## config.mk

```make
export PLATFORM = sky130hd
export DESIGN_NAME = varcic_interp
export DESIGN_NICKNAME = d
export VERILOG_FILES = /design/src/rtl/varcic_interp.sv
export SDC_FILE = /design/constraint.sdc
export NUM_CORES = 2
export LEC_CHECK = 0
export ABC_AREA = 1
export ABC_CLOCK_PERIOD_IN_PS = 13170
export CORE_MARGIN = 2
export CORE_UTILIZATION = 61
export DETAILED_ROUTE_END_ITERATION = 12
export GPL_ROUTABILITY_DRIVEN = 0
export PLACE_DENSITY = 0.77
export SLEW_MARGIN = 20
export SYNTH_ARGS = -nofsm -noshare
export SYNTH_HDL_FRONTEND = slang
export SYNTH_SLANG_ARGS = --single-unit
```

## constraint.sdc

```tcl
create_clock -name clock -period 13.17 [get_ports clock]
set_input_delay 1.9755 -clock clock [delete_from_list [all_inputs] [get_ports clock]]
set_output_delay 1.9755 -clock clock [all_outputs]
set_load 0.05 [all_outputs]
```

## src/rtl/varcic_interp.sv

```systemverilog
// varcic_interp: variable-rate CIC interpolator for the transmit path.
// Low-rate samples are pulled through in_strobe, differentiated by a chain
// of combs, zero-stuffed to the high rate and integrated by a chain of
// accumulators clocked by out_strobe. R = INTERPOLATION x {4, 2, 1}.
//
// Handshake: in_strobe is a one-cycle pulse issued exactly once per R
// out_strobes, one clock after the wrapping out_strobe. in_data must be
// valid (show-ahead) in that cycle; it is captured at the clock edge that
// ends the pulse, and upstream advances to the next sample afterwards.
// out_strobe is a plain enable from the DUC; every out_strobe cycle
// produces one new registered out_data sample.
module varcic_interp #(
    parameter int STAGES        = 5,
    parameter int INTERPOLATION = 320,
    parameter int IN_WIDTH      = 16,
    parameter int ACC_WIDTH     = 58,
    parameter int OUT_WIDTH     = 16
) (
    input  logic                 clock,
    input  logic                 reset_n,
    input  logic [1:0]           extra_interpolation,
    input  logic                 out_strobe,
    output logic                 in_strobe,
    input  logic [IN_WIDTH-1:0]  in_data,
    output logic [OUT_WIDTH-1:0] out_data
);

    // Last counter value of an R period for each rate setting.
    localparam logic [15:0] RATE_LAST_X4 = 16'(INTERPOLATION * 4 - 1);
    localparam logic [15:0] RATE_LAST_X2 = 16'(INTERPOLATION * 2 - 1);
    localparam logic [15:0] RATE_LAST_X1 = 16'(INTERPOLATION - 1);

    // Output LSB position: the gain drops by 2^(STAGES-1) per halving of R.
    localparam int LSB_X4 = ACC_WIDTH - OUT_WIDTH;
    localparam int LSB_X2 = LSB_X4 - (STAGES - 1);
    localparam int LSB_X1 = LSB_X4 - 2 * (STAGES - 1);

    // Saturation limits expressed at the width of the rounded value.
    localparam logic signed [ACC_WIDTH:0] OUT_MAX =
        {{(ACC_WIDTH - OUT_WIDTH + 2){1'b0}}, {(OUT_WIDTH - 1){1'b1}}};
    localparam logic signed [ACC_WIDTH:0] OUT_MIN =
        {{(ACC_WIDTH - OUT_WIDTH + 2){1'b1}}, {(OUT_WIDTH - 1){1'b0}}};

    logic [1:0]           rate_sel;
    logic [15:0]          rate_last;
    logic [15:0]          sample_no;

    logic [ACC_WIDTH-1:0] comb_in   [STAGES];
    logic [ACC_WIDTH-1:0] comb_out  [STAGES];
    logic [ACC_WIDTH-1:0] comb_prev [STAGES];

    logic                 fresh;
    logic [ACC_WIDTH-1:0] stuff;
    logic [ACC_WIDTH-1:0] integ [STAGES];

    logic signed [ACC_WIDTH-1:0] acc_last;
    logic signed [ACC_WIDTH-1:0] shifted;
    logic                        round_bit;
    logic signed [ACC_WIDTH:0]   rounded;
    logic [OUT_WIDTH-1:0]        out_next;

    // Fold the reserved code 11 onto x1 so the rest of the logic sees three rates.
    always_comb begin
        rate_sel = extra_interpolation;
        if (extra_interpolation == 2'b11) begin
            rate_sel = 2'b10;
        end
    end

    // Period length for the rate counter compare.
    always_comb begin
        rate_last = RATE_LAST_X1;
        case (rate_sel)
            2'b00:   rate_last = RATE_LAST_X4;
            2'b01:   rate_last = RATE_LAST_X2;
            default: rate_last = RATE_LAST_X1;
        endcase
    end

    // Rate counter; >= compare lets a mid-run rate reduction wrap at once.
    always_ff @(posedge clock) begin
        if (!reset_n) begin
            sample_no <= '0;
            in_strobe <= 1'b0;
        end else if (out_strobe) begin
            if (sample_no >= rate_last) begin
                sample_no <= '0;
                in_strobe <= 1'b1;
            end else begin
                sample_no <= sample_no + 16'd1;
                in_strobe <= 1'b0;
            end
        end else begin
            in_strobe <= 1'b0;
        end
    end

    // Comb chain inputs: sign-extended sample into stage 0, then stage to stage.
    always_comb begin
        comb_in[0] = {{(ACC_WIDTH - IN_WIDTH){in_data[IN_WIDTH-1]}}, in_data};
        for (int k = 1; k < STAGES; k++) begin
            comb_in[k] = comb_out[k-1];
        end
    end

    // Low-rate comb stages (M = 1), advanced only when a sample is consumed.
    always_ff @(posedge clock) begin
        if (!reset_n) begin
            for (int k = 0; k < STAGES; k++) begin
                comb_out[k]  <= '0;
                comb_prev[k] <= '0;
            end
        end else if (in_strobe) begin
            for (int k = 0; k < STAGES; k++) begin
                comb_out[k]  <= comb_in[k] - comb_prev[k];
                comb_prev[k] <= comb_in[k];
            end
        end
    end

    // Zero-stuffer: the newest comb output is injected once, zeros otherwise.
    // On a coincident in/out strobe, fresh is still clear, so a zero goes in
    // and the new comb value waits for the following out_strobe.
    always_ff @(posedge clock) begin
        if (!reset_n) begin
            fresh <= 1'b0;
            stuff <= '0;
        end else begin
            if (out_strobe) begin
                stuff <= fresh ? comb_out[STAGES-1] : '0;
            end
            if (in_strobe) begin
                fresh <= 1'b1;
            end else if (out_strobe) begin
                fresh <= 1'b0;
            end
        end
    end

    // High-rate integrators; wrap-around is harmless because the combs
    // cancel it modulo 2^ACC_WIDTH.
    always_ff @(posedge clock) begin
        if (!reset_n) begin
            for (int k = 0; k < STAGES; k++) begin
                integ[k] <= '0;
            end
        end else if (out_strobe) begin
            integ[0] <= integ[0] + stuff;
            for (int k = 1; k < STAGES; k++) begin
                integ[k] <= integ[k] + integ[k-1];
            end
        end
    end

    assign acc_last = integ[STAGES-1];

    // Pick the output window for the current rate and the bit just below it.
    always_comb begin
        shifted   = acc_last >>> LSB_X1;
        round_bit = acc_last[LSB_X1-1];
        case (rate_sel)
            2'b00: begin
                shifted   = acc_last >>> LSB_X4;
                round_bit = acc_last[LSB_X4-1];
            end
            2'b01: begin
                shifted   = acc_last >>> LSB_X2;
                round_bit = acc_last[LSB_X2-1];
            end
            default: begin
                shifted   = acc_last >>> LSB_X1;
                round_bit = acc_last[LSB_X1-1];
            end
        endcase
    end

    // Round half up, then clamp anything outside the signed output range.
    always_comb begin
        rounded  = {shifted[ACC_WIDTH-1], shifted} + {{ACC_WIDTH{1'b0}}, round_bit};
        out_next = rounded[OUT_WIDTH-1:0];
        if (rounded > OUT_MAX) begin
            out_next = {1'b0, {(OUT_WIDTH - 1){1'b1}}};
        end else if (rounded < OUT_MIN) begin
            out_next = {1'b1, {(OUT_WIDTH - 1){1'b0}}};
        end
    end

    // Output register, updated once per high-rate sample.
    always_ff @(posedge clock) begin
        if (!reset_n) begin
            out_data <= '0;
        end else if (out_strobe) begin
            out_data <= out_next;
        end
    end

endmodule

```

==> reports/results.tsv <==
stage	metric	value	unit
outcome	outcome	complete, no violations	
timing	Final WS setup	7.64	ns
cts	setup bufs post-CTS	0	
pwr	Pwr Density	110	nW/um^2
cts	Num CTS Buffers	100	
cts	CTS sink cnt	916	
timing	Slew Viols, Final	0	
cts	Reg clk slew, reported paths	0.07	ns
critical_path	max incr delay on CP	1.15	ns
logic_synthesis	Synth async-reset ratio	0	%
cts	TritonCTS clock tree	done	
logic_synthesis	post-synthesis sequential area ratio	39.2	%
final_layout	synth-to-layout area growth	7.97	%
final_layout	# fillers	9364	
timing	Hold Fails Final Rpt	0	
timing	Fmax	181	MHz
logic_synthesis	Post-synth EDFFs	824	
die	initial core utilization	61.4	%
critical_path	CP dominant cell by count	nand2_1	
route	drt initial violations	6946	
placement	pre-CTS setup slack	7.13	ns
logic_synthesis	synthesized area	67700	um^2
critical_path	worst r2r src	comb_out[0][0]	
die	row count	122	
cts	htree depth	3	
critical_path	Setup CP Type	in2reg	
global_route	GR Util All Layers	34.2	%
final_layout	# nets final	9592	
pwr	total power draw	8.04	mW
critical_path	crit path capture type	flip-flop	
final_layout	Multi-input gate area	34900	um^2
global_route	vias in the first global route	59900	
die	Core Area	110000	um^2
route	routed len/inst	18.7	um
logic_synthesis	synth cell count leaders	1518 x inv_1, 1440 x nand2_1, 1332 x nor2_1, 1161 x a21oi_1, 860 x o21ai_0	
timing	RSZ-0062 raised after global routing	false	
placement	HPWL Detailed	152000	um
route	DRT antenna net count	0	
global_route	first-pass GRT wire length	309000	um
pwr	worst vdd ir	155	uV
worst_hold_path	hold_sp	sample_no[14]	
critical_path	buffers plus inverters on the worst setup path	3	
route	via density per instance	6.00	
critical_path	Worst Setup SP	extra_interpolation[1]	
logic_synthesis	area leader, netlist	edfxtp_1	
route	drt drc	0	
logic_synthesis	Mapped Cells	8967	
timing	Clock Skew	0.0367	ns
critical_path	Critical Path AT	6.14	ns
die	die area	114000	um^2
global_route	GR Overflow Total	0	
critical_path	Crit path required time	13.79	ns
critical_path	sequence of cells on the critical path	clkdlybuf4s50_1, inv_2, nand2_1, o22ai_1, a21oi_1, ha_1, ha_1, inv_1, nor2_1, nand2_1, nor2_4, nand2_1, o21bai_1, nand4_1, nor2_1, nand2_1, nand2_2, nand2_1, nand2_1, nand2_1	
timing	post-route clock period utilization	42.0	%
cts	Root Buffer	clkbuf_16	
die	die height	337	um
worst_hold_path	worst min path class	reg2reg	
timing	Slew headroom	21.3	%
cts	cts hold-fix bufs	0	
logic_synthesis	Synthesized Nets	9555	
route	WL final	198000	um
die	Die X	337	um
cts	largest buffer count on any clock path	3	
logic_synthesis	Top FF cell, synth	edfxtp_1	
final_layout	share of cells above drive strength 1	2.39	%
critical_path	Max FO, Critical Path	24	
timing	Setup violations, final	0	
logic_synthesis	post-synth top area share	36.5	%
timing	Final TNS setup	0	ns
logic_synthesis	most frequent cell after synthesis	inv_1	
critical_path	startpoint type of the worst setup path	input port	
die	io pins	38	
logic_synthesis	Distinct cells, synth	55	
global_route	largest net degree at the start of global routing	167	
route	drt first pass iters	9	
global_route	initial antenna violation count	1	
timing	Worst-Margin Slew	1.18	ns
logic_synthesis	Synth Register Bits	916	
cts	clk_lat worst skew	0.72	ns
job	max_cap viols	0	
critical_path	Top delay family on crit path	simple AND/OR/NAND/NOR gates	
timing	post-route minimum period	5.53	ns
pwr	P_leak	32.2	nW
final_layout	register area	26600	um^2
logic_synthesis	top cells by area, synth	edfxtp_1 37%, ha_1 9.9%, a21oi_1 8.6%	
critical_path	critical path's slowest cell	clkdlybuf4s50_1	
route	Via Count	63500	
cts	PostCTS Resize Cnt	0	
logic_synthesis	yosys warns	0	
placement	Port Buf Inserts	37	
logic_synthesis	Mean Syn Cell Area	7.56	um^2
flip-flops by register name (all words and copies together) (netlist names):
signal,count
sample_no,16
in_strobe,1
fresh,1
comb_prev,246
stuff,58
comb_out,288
out_data,16
integ,290
area by class of cell:
cell class              count  area share, %
clock buffers             123           3.65
clock inverters            63           1.07
diodes                      1        0.00342
flip-flops and latches    916           36.3
inverters                1524           7.85
multi-input cells        6402           47.8
well taps                1488           2.55
repair buffers             60          0.770
where the power goes:
part	leakage, nW	internal [mW]	switching (mW)
clock	1.66	1.73	1.25
sequential	9.46	3.33	0.142
combinational	21.0	0.468	1.12
path summary, 6_finish.rpt:
path                            to  slack [ns]  cells past startpoint
setup reg to reg  comb_out[0][112]        9.37                     12
hold / removal       sample_no[14]        0.44                      2
hold reg to reg      sample_no[14]        0.44                      2
setup / recovery      out_data[10]        7.64                     20
cells in the final DEF, fill, tap and decap left out, types with 7 or more instances in the layout:
master,n
nand3_1,204
nand3_2,10
nor3_1,107
xnor2_1,12
a32o_1,58
buf_4,20
o2111ai_1,7
clkdlybuf4s50_1,37
a21o_1,99
a21boi_0,26
edfxtp_1,824
clkinvlp_4,9
o21ai_1,12
o211ai_1,14
nor4_1,35
clkinv_2,14
clkbuf_1,18
nor3b_1,8
o21a_1,74
bufinv_16,14
o31ai_1,10
dfxtp_1,91
clkbuf_16,103
nor2_2,10
nand2_1,1438
o21bai_1,95
nand4_1,30
ha_1,535
xor2_1,25
a211oi_1,11
inv_1,1516
nor2_1,1331
a221oi_1,40
a31oi_1,116
o21ai_0,860
fa_1,32
a21oi_1,1161
clkinv_1,17
worst min-delay path, delay by kind of cell, from the launching register on:
family,cells,cell delay (ns)
DFF,1,0.31
and+or+nand+nor,2,0.09
metrics by stage:
stage          area, um^2  utilization (%)  hold WS, ns  instances
2_1_floorplan       67800                -        0.419       8967
3_3_place_gp        69700             63.1        0.426      10400
3_5_place_dp        69700             63.1        0.432      10400
4_1_cts             73100             66.3        0.442      10600
5_1_grt             73100             66.3        0.479      10600
6_report            73200             66.3        0.441      10600
logic make-up after synthesis:
group / Yosys count / synth area share, %
adders and majority gates: 567 / 10.8
and+or+nand+nor: 3199 / 18.8
AOI/OAI and AO/OA: 2599 / 21.4
xor gates and xnor gates: 37 / 0.478
DFF: 916 / 39.2
buffers and inverters: 1649 / 9.22
layer usage:
| metal | share of wire [%] | routed length (um) | global-route usage, % | vias up |
|---|---|---|---|---|
| met5 | 0 | 0 | 0 | - |
| met4 | 7.5 | 14900 | 21.9 | 0 |
| met3 | 7.7 | 15100 | 4.81 | 856 |
| met2 | 47 | 92500 | 58.1 | 3078 |
| met1 | 38 | 75100 | 40.6 | 29000 |
| li1 | - | - | - | 30600 |
Note: power is estimated with default switching activity, not from simulation.
